<file path="src/rtl/ram_arbiter.sv">
// Two-requester arbiter in front of a single-port-pair RAM: latches one command, runs it, answers with done.
// Define RAM_ARB_FIXED_PRIO_EN for fixed priority (requester 0 wins ties); default is round-robin.
module ram_arbiter #(
    parameter int A      = 4,
    parameter int W      = 8,
    parameter int RD_LAT = 1
) (
    input  logic           clk_i,
    input  logic           rst_i,
    input  logic [1:0]     req_i,
    input  logic [1:0]     we_i,
    input  logic [2*A-1:0] addr_i,
    input  logic [2*W-1:0] wdata_i,
    output logic [1:0]     gnt_o,
    output logic [1:0]     done_o,
    output logic [W-1:0]   rdata_o,
    output logic           busy_o,
    output logic           ram_we_o,
    output logic [A-1:0]   ram_waddr_o,
    output logic [A-1:0]   ram_raddr_o,
    output logic [W-1:0]   ram_wdata_o,
    input  logic [W-1:0]   ram_rdata_i
);

    typedef enum logic [1:0] {S_IDLE, S_WRITE, S_READ, S_RESP} state_t;

    localparam logic [1:0] LAT = 2'(RD_LAT);

    state_t         r_state;
    state_t         w_next;
    logic           r_k;
    logic [A-1:0]   r_addr;
    logic [W-1:0]   r_wdata;
    logic [W-1:0]   r_rdata;
    logic [1:0]     r_cnt;
    logic           w_win;
    logic           w_accept;
    logic           w_rd_last;
    logic [A-1:0]   w_sel_addr;
    logic [W-1:0]   w_sel_wdata;

`ifndef RAM_ARB_FIXED_PRIO_EN
    logic           r_last;
`endif

    // Winner among the active requests; only meaningful when some req_i bit is set.
    always_comb begin
        w_win = 1'b0;
        if (req_i == 2'b10) begin
            w_win = 1'b1;
        end else if (req_i == 2'b11) begin
`ifdef RAM_ARB_FIXED_PRIO_EN
            w_win = 1'b0;
`else
            w_win = ~r_last;
`endif
        end
    end

    assign w_accept    = (r_state == S_IDLE) && (req_i != 2'b00) && !rst_i;
    assign w_rd_last   = (r_cnt == LAT);
    assign w_sel_addr  = w_win ? addr_i[2*A-1:A]  : addr_i[A-1:0];
    assign w_sel_wdata = w_win ? wdata_i[2*W-1:W] : wdata_i[W-1:0];

    always_ff @(posedge clk_i or posedge rst_i) begin
        if (rst_i) begin
            r_state <= S_IDLE;
        end else begin
            r_state <= w_next;
        end
    end

    always_comb begin
        w_next   = r_state;
        gnt_o    = 2'b00;
        done_o   = 2'b00;
        busy_o   = 1'b1;
        ram_we_o = 1'b0;
        unique case (r_state)
            S_IDLE: begin
                busy_o = 1'b0;
                if (w_accept) begin
                    gnt_o  = w_win ? 2'b10 : 2'b01;
                    w_next = we_i[w_win] ? S_WRITE : S_READ;
                end
            end
            S_WRITE: begin
                ram_we_o = 1'b1;
                w_next   = S_RESP;
            end
            S_READ: begin
                if (w_rd_last) begin
                    w_next = S_RESP;
                end
            end
            S_RESP: begin
                done_o = r_k ? 2'b10 : 2'b01;
                w_next = S_IDLE;
            end
            default: w_next = S_IDLE;
        endcase
    end

    // Command latch, read-latency counter and read-data capture.
    always_ff @(posedge clk_i or posedge rst_i) begin
        if (rst_i) begin
            r_k     <= 1'b0;
            r_addr  <= '0;
            r_wdata <= '0;
            r_rdata <= '0;
            r_cnt   <= 2'd0;
        end else begin
            if (w_accept) begin
                r_k     <= w_win;
                r_addr  <= w_sel_addr;
                r_wdata <= w_sel_wdata;
            end
            if (r_state == S_READ) begin
                if (w_rd_last) begin
                    r_rdata <= ram_rdata_i;
                    r_cnt   <= 2'd0;
                end else begin
                    r_cnt   <= r_cnt + 2'd1;
                end
            end
        end
    end

`ifndef RAM_ARB_FIXED_PRIO_EN
    always_ff @(posedge clk_i or posedge rst_i) begin
        if (rst_i) begin
            r_last <= 1'b1;
        end else if (w_accept) begin
            r_last <= w_win;
        end
    end
`endif

    assign rdata_o     = r_rdata;
    assign ram_waddr_o = r_addr;
    assign ram_raddr_o = r_addr;
    assign ram_wdata_o = r_wdata;

endmodule
</file>
<file path="config.mk">
export PLATFORM = sky130hd
export DESIGN_NAME = ram_arbiter
export DESIGN_NICKNAME = d
export VERILOG_FILES = /design/src/rtl/ram_arbiter.sv
export SDC_FILE = /design/constraint.sdc
export NUM_CORES = 1
export LEC_CHECK = 0
export CORE_MARGIN = 8
export CORE_UTILIZATION = 42
export CTS_CLUSTER_SIZE = 24
export DETAILED_ROUTE_END_ITERATION = 10
export PLACE_DENSITY = 0.87
export SLEW_MARGIN = 10
export SYNTH_ARGS = -nofsm -noshare
export SYNTH_HDL_FRONTEND = slang
export SYNTH_SLANG_ARGS = --single-unit
</file>
<file path="constraint.sdc">
create_clock -name clk_i -period 2.5 [get_ports clk_i]
set_input_delay 0.5 -clock clk_i [delete_from_list [all_inputs] [get_ports clk_i]]
set_output_delay 0.5 -clock clk_i [all_outputs]
set_load 0.005 [all_outputs]
</file>
======== After elaboration in Yosys (flattened, before gate mapping) ========
Index checks and enable logic that the tools add are counted.
cells by class
  $add $sub $neg .......................... 1
  order comparisons ....................... 1
  equality and inequality tests ........... 8
  mux-type cells .......................... 18
  bitwise logic cells ..................... 1
  reductions and logical operators ........ 7
operators with widths
  operator                                              number
  two-way mux 2 bit                                     9
  equality test 2 bit (second input constant)           4
  two-way mux 8 bit                                     1
  one-hot mux 2 bit (4 select lines)                    1
  two-way mux 1 bit                                     6
  equality test 2 x 1 -> 1 bit (second input constant)  2
  two-way mux 4 bit                                     1
  != test 2 bit (second input constant)                 2
  AND reduction 2 bit                                   2
  adder 2 x 1 -> 2 bit (second input constant)          1
  logical AND 1 bit                                     2
  logical NOT 2 bit                                     1
  < comparator 1 x 2 -> 1 bit (second input constant)   1
  nonzero test 2 bit                                    1
  logical NOT 1 bit                                     1
  NOT 1 bit                                             1
storage, ports and cells
  register bits after elaboration ......... 26
  input port bits ......................... 38
  output and inout bits ................... 30

======== Longest topological paths before layout ========
Gate-level depths: netlist of run 1.
  depth after elaboration ................. 8
  depth in mapped cells ................... 6
  gate-level depth less buffers ........... 5

======== Worst setup path after synthesis of run 1 ========
Ideal clock, no wire load.
  path kind ............................... register to output
  start point ............................. reg r_state[1]
  end point ............................... out gnt_o[0]
  data arrival time ....................... 1.266 ns
  data required time ...................... 2.000 ns
  setup slack ............................. 0.734 ns
  stages on the path, launching flop included .. 6
  buffers on the path ..................... 1
  path through ............................ dfrtp_1 > inv_1 > ha_1 > nand2b_1 > a211oi_4 > buf_6
between the ends
  word-level cells in the longest chain between the ends .. 5
ends and longest elaborated chain
  what                             line    text
  from (decl)                      29      state_t r_state;
  from (signal assigned)           69      r_state <= w_next;
  logical NOT 2 bit (*)            60, 79
  logical AND 1 bit (2 in series)  60      assign w_accept = (r_state == S_IDLE) && (req_i != 2'b00) && !rst_i;
  two-way mux 2 bit                82      if (w_accept) begin
  two-way mux 2 bit (*)            79      unique case (r_state)
  to (decl)                        14      output logic [1:0] gnt_o,
Every way passes the cells marked *; elsewhere a longest branch is shown, timed or not.

======== Final worst setup path of run 1 ========
  start point ............................. in req_i[1]
  end point ............................... out gnt_o[1]
between the ends
  word-level cells in the longest chain between the ends .. 6
  elaborated cells on any way between the ends .. 10
  classes of those cells .................. eq/ne: 2; mux: 5; reduce/logical: 3
ends and longest elaborated chain
  what                   line  text
  from (decl)            10    input logic [1:0] req_i,
  equality test 2 bit    51    end else if (req_i == 2'b11) begin
  two-way mux 1 bit      51
  two-way mux 1 bit      49    if (req_i == 2'b10) begin
  two-way mux 2 bit      83    gnt_o = w_win ? 2'b10 : 2'b01;
  two-way mux 2 bit (*)  82
  two-way mux 2 bit (*)  79
Marks and branches as above.

==> results of run 1 <==
state kept, by name, summed over array words and instances (netlist names):
register,count
r_state,2
r_k,1
rdata_o,8
r_cnt,2
ram_wdata_o,8
r_last,1
ram_raddr_o,4
logic make-up (layout without fill, tap and decap cells):
| logic type | after synthesis | count (layout) |
|---|---|---|
| xor+xnor | 1 | 1 |
| fa+ha+maj | 5 | 5 |
| simple gates | 23 | 23 |
| flops | 26 | 26 |
| buf+inv | 17 | 83 |
| compound gates | 26 | 26 |
| mux | 8 | 8 |
worst max-delay path by stage:
stage | start | to | slack (ns) | cells after the start
after floorplan | r_state[1] | gnt_o[0] | 0.73 | 5
after global placement | req_i[1] | gnt_o[1] | 0.07 | 4
after detailed placement | req_i[1] | gnt_o[1] | 0.07 | 4
after CTS | r_state[1] | gnt_o[1] | 0.05 | 5
after global routing | r_state[0] | gnt_o[1] | 0.02 | 5
final | req_i[1] | gnt_o[1] | 0.06 | 4
layout make-up:
type                    instances  area (sq um)  area share, %
well taps                      44          55.1           2.64
flip-flops and latches         26           652           31.3
repair buffers                 71           699           33.6
multi-input cells              63           594           28.5
inverters                       8          30.0           1.44
clock buffers                   3          22.5           1.08
clock inverters                 1          30.0           1.44
cells in the final DEF, fill, tap and decap left out, types with 2 or more instances in the layout:
cell type        instances
buf_4                    4
inv_1                    7
nor2b_1                  2
nor2_1                   2
a21oi_1                  2
a221o_1                 14
ha_1                     4
and3_1                  12
mux2_2                   8
dfrtp_1                 25
clkbuf_4                 3
nand2b_1                 2
clkdlybuf4s50_1         66
repair_timing:
item,in CTS,in global routing
hold endpoints to repair,0,0
endpoints found under the setup margin,1,1
pin swaps,0,0
hold buffers,0,0
resized for setup,2,1
power groups by stage:
stage | Clock [W] | Combinational [W] | Sequential, W
after floorplan | 0 | 0.000588 | 0.000758
after global placement | 0 | 0.00112 | 0.000747
after detailed placement | 0 | 0.00117 | 0.000767
after CTS | 0.000297 | 0.00118 | 0.000755
after global routing | 0.000317 | 0.00128 | 0.000779
final | 0.000289 | 0.00119 | 0.000753
metal layers:
metal	vias to the layer above	track usage (%)
met5	-	0
met2	39	27.2
met3	6	1.79
li1	519	-
met1	537	16.1
met4	0	5.67
through the flow:
stage               util [%]  hold slack (ns)  power [W]  cells  instance area (sq um)
floorplan                  -            0.477    0.00135    106                   1330
global placement        66.7            0.487    0.00187    212                   2020
detailed placement      66.7            0.496    0.00194    212                   2020
CTS                     68.5            0.526    0.00223    216                   2070
global route            68.8            0.548    0.00237    216                   2080
finish                  68.8            0.520    0.00223    216                   2080
==> flow_metrics.tcl, run 1 <==
set metrics [dict create \
    endpoint_kind "output pin" \
    synth_xor_area_share_pct 0.659 \
    grt_pass1_wl_mm 6.00 \
    yosysMostFrequentCell "dfrtp_1" \
    internal_power_w 0.00153 \
    holdPathStages 1 \
    synth_area_leaders "dfrtp_1, a221o_1, mux2_2, and3_1, ha_1" \
    skew_ns 0.00114 \
    synthTopCellsByCount "dfrtp_1, a221o_1, and3_1" \
    gr-total-overflow 0 \
    grt_pass1_vias 1201 \
    area_delta_synth_final_pct 56.6 \
    antenna_found_initial 0 \
    synth-async-reset-ratio_pct 100 \
    syn_inst 106 \
    synthesis.nets 149 \
    hold_class "reg2reg" \
    path_delay_family "buffers and inverters" \
    clock_insertion_delay_worst_skew_ns 0.32 \
    portBuffers 67 \
    pwr-share-comb_pct 53.3 \
    nFillCells 226 \
    p_per_area_mw_per_mm2 1070 \
    fin_ws_ns 0.0602 \
    synth-compound-area-share_pct 21.1 \
    rrSetupSlack_ns 0.53 \
    clock.fmax_mhz 410 \
    seq_power_share_pct 33.7 \
    drcViolationCount 0 \
    wl_per_cell_um 17.8 \
    initial_utilization_pct 43.9 \
    rr_startpoint "r_state[0]" \
    dpl_worst_slack_ns 0.0707 \
    htree_num_levels 1 \
    yosysTopAreaCell "dfrtp_1" \
    hold_viol 0 \
    max_slew_margin_pct 59.0 \
    final_nets 216 \
    rows 20 \
    min_to "r_cnt[0]" \
    cp.required_ns 2.00 \
    cp_num_buf_inv 2 \
    slowest_delay_ns 0.56 \
    fin_setup_tns_ns 0 \
    critPathArrivalTime_ns 1.94 \
    track_usage_pct 14.6 \
    muxShareOfSynthArea_pct 6.77 \
    status "complete, no violations" \
    critical_path_class "in2out" \
    place_congestion 0.762 \
    r2r_cells 5 \
    die_area_sq_mm 0.00522 \
    timing.rr.end "ram_wdata_o[4]" \
    maxSlewViolCount 0 \
    dr_wl_met3_um 138 \
    period_share_pct 97.6 \
    seq_area_frac_synth_pct 49.0 \
    synthSimpleGateAreaFrac_pct 10.5 \
    cts_tree "done" \
    first_pass_iters 4 \
    antenna_cells 0 \
    tightest_slew_ns 0.615 \
    synthesis.area_sq_mm 0.00133 \
    layout_min_cycle_time_ns 2.44 \
    setup_violations 0 \
    clock_path_buffers 2 \
    cpMaxStageDelayCell "clkdlybuf4s50_1" \
    postSynthAreaPerCell_sq_um 12.5 \
    die-width_um 72.3 \
    coreArea_sq_mm 0.00303 \
    post_cts_buffers 0 \
    cts_made_buffers 3 \
    drt-initial-drc-count 55 \
    hpwl_mm 3.06 \
    avgViaCountPerCell 5.10 \
    pin_count 68 \
    rsz0062_at_grt "false" \
    critical_path_peak_fanout 4 \
    clkTransAtPathRegs_ns 0.14 \
    grt_max_degree 27 \
    wl_met2_mm 2.01 \
    yosys_register_bits 26 \
    cts-root-buf "clkbuf_4" \
    ir_drop_mv 0.533 \
    drive_above_1_share_pct 15.1 \
    synthFlopType "dfrtp_1" \
    ant_nets 0 \
    routed_wirelength_mm 3.85 \
    top_layer_used "met4" \
    synth_top_family_by_area "compound AO/OA/AOI/OAI gates" \
    synth_edf_count 0 \
    p_leak_nw 0.925 \
    p_switching_w 0.000700 \
    yosys_warnings 0 \
    synth_fa_ha_area_share_pct 4.70 \
    wl_met1_mm 1.62 \
    path_cells "clkdlybuf4s50_1, a21bo_4, nor2_1, clkdlybuf4s50_1" \
    cts_sinks 26 \
    switching_share_pct 31.3 \
    path_common_cell "clkdlybuf4s50_1" \
    start_kind "primary input" \
    dr_total_vias 1101 \
    hp-start "r_cnt[0]" \
    yosysTopAreaCellShare_pct 47.0 \
    synth.distinct_cells 32 \
    dieHeight_um 72.3 \
    drv_cap 0 \
    clockPowerShare_pct 13.0 \
]
Note: power is estimated with default switching activity, not from simulation.
==> run 2, diff against run 1 <==
- TNS_END_PERCENT: not set -> 20
==> results of run 2 <==
The final DEF is identical to that of run 1; final timing and power are the same.
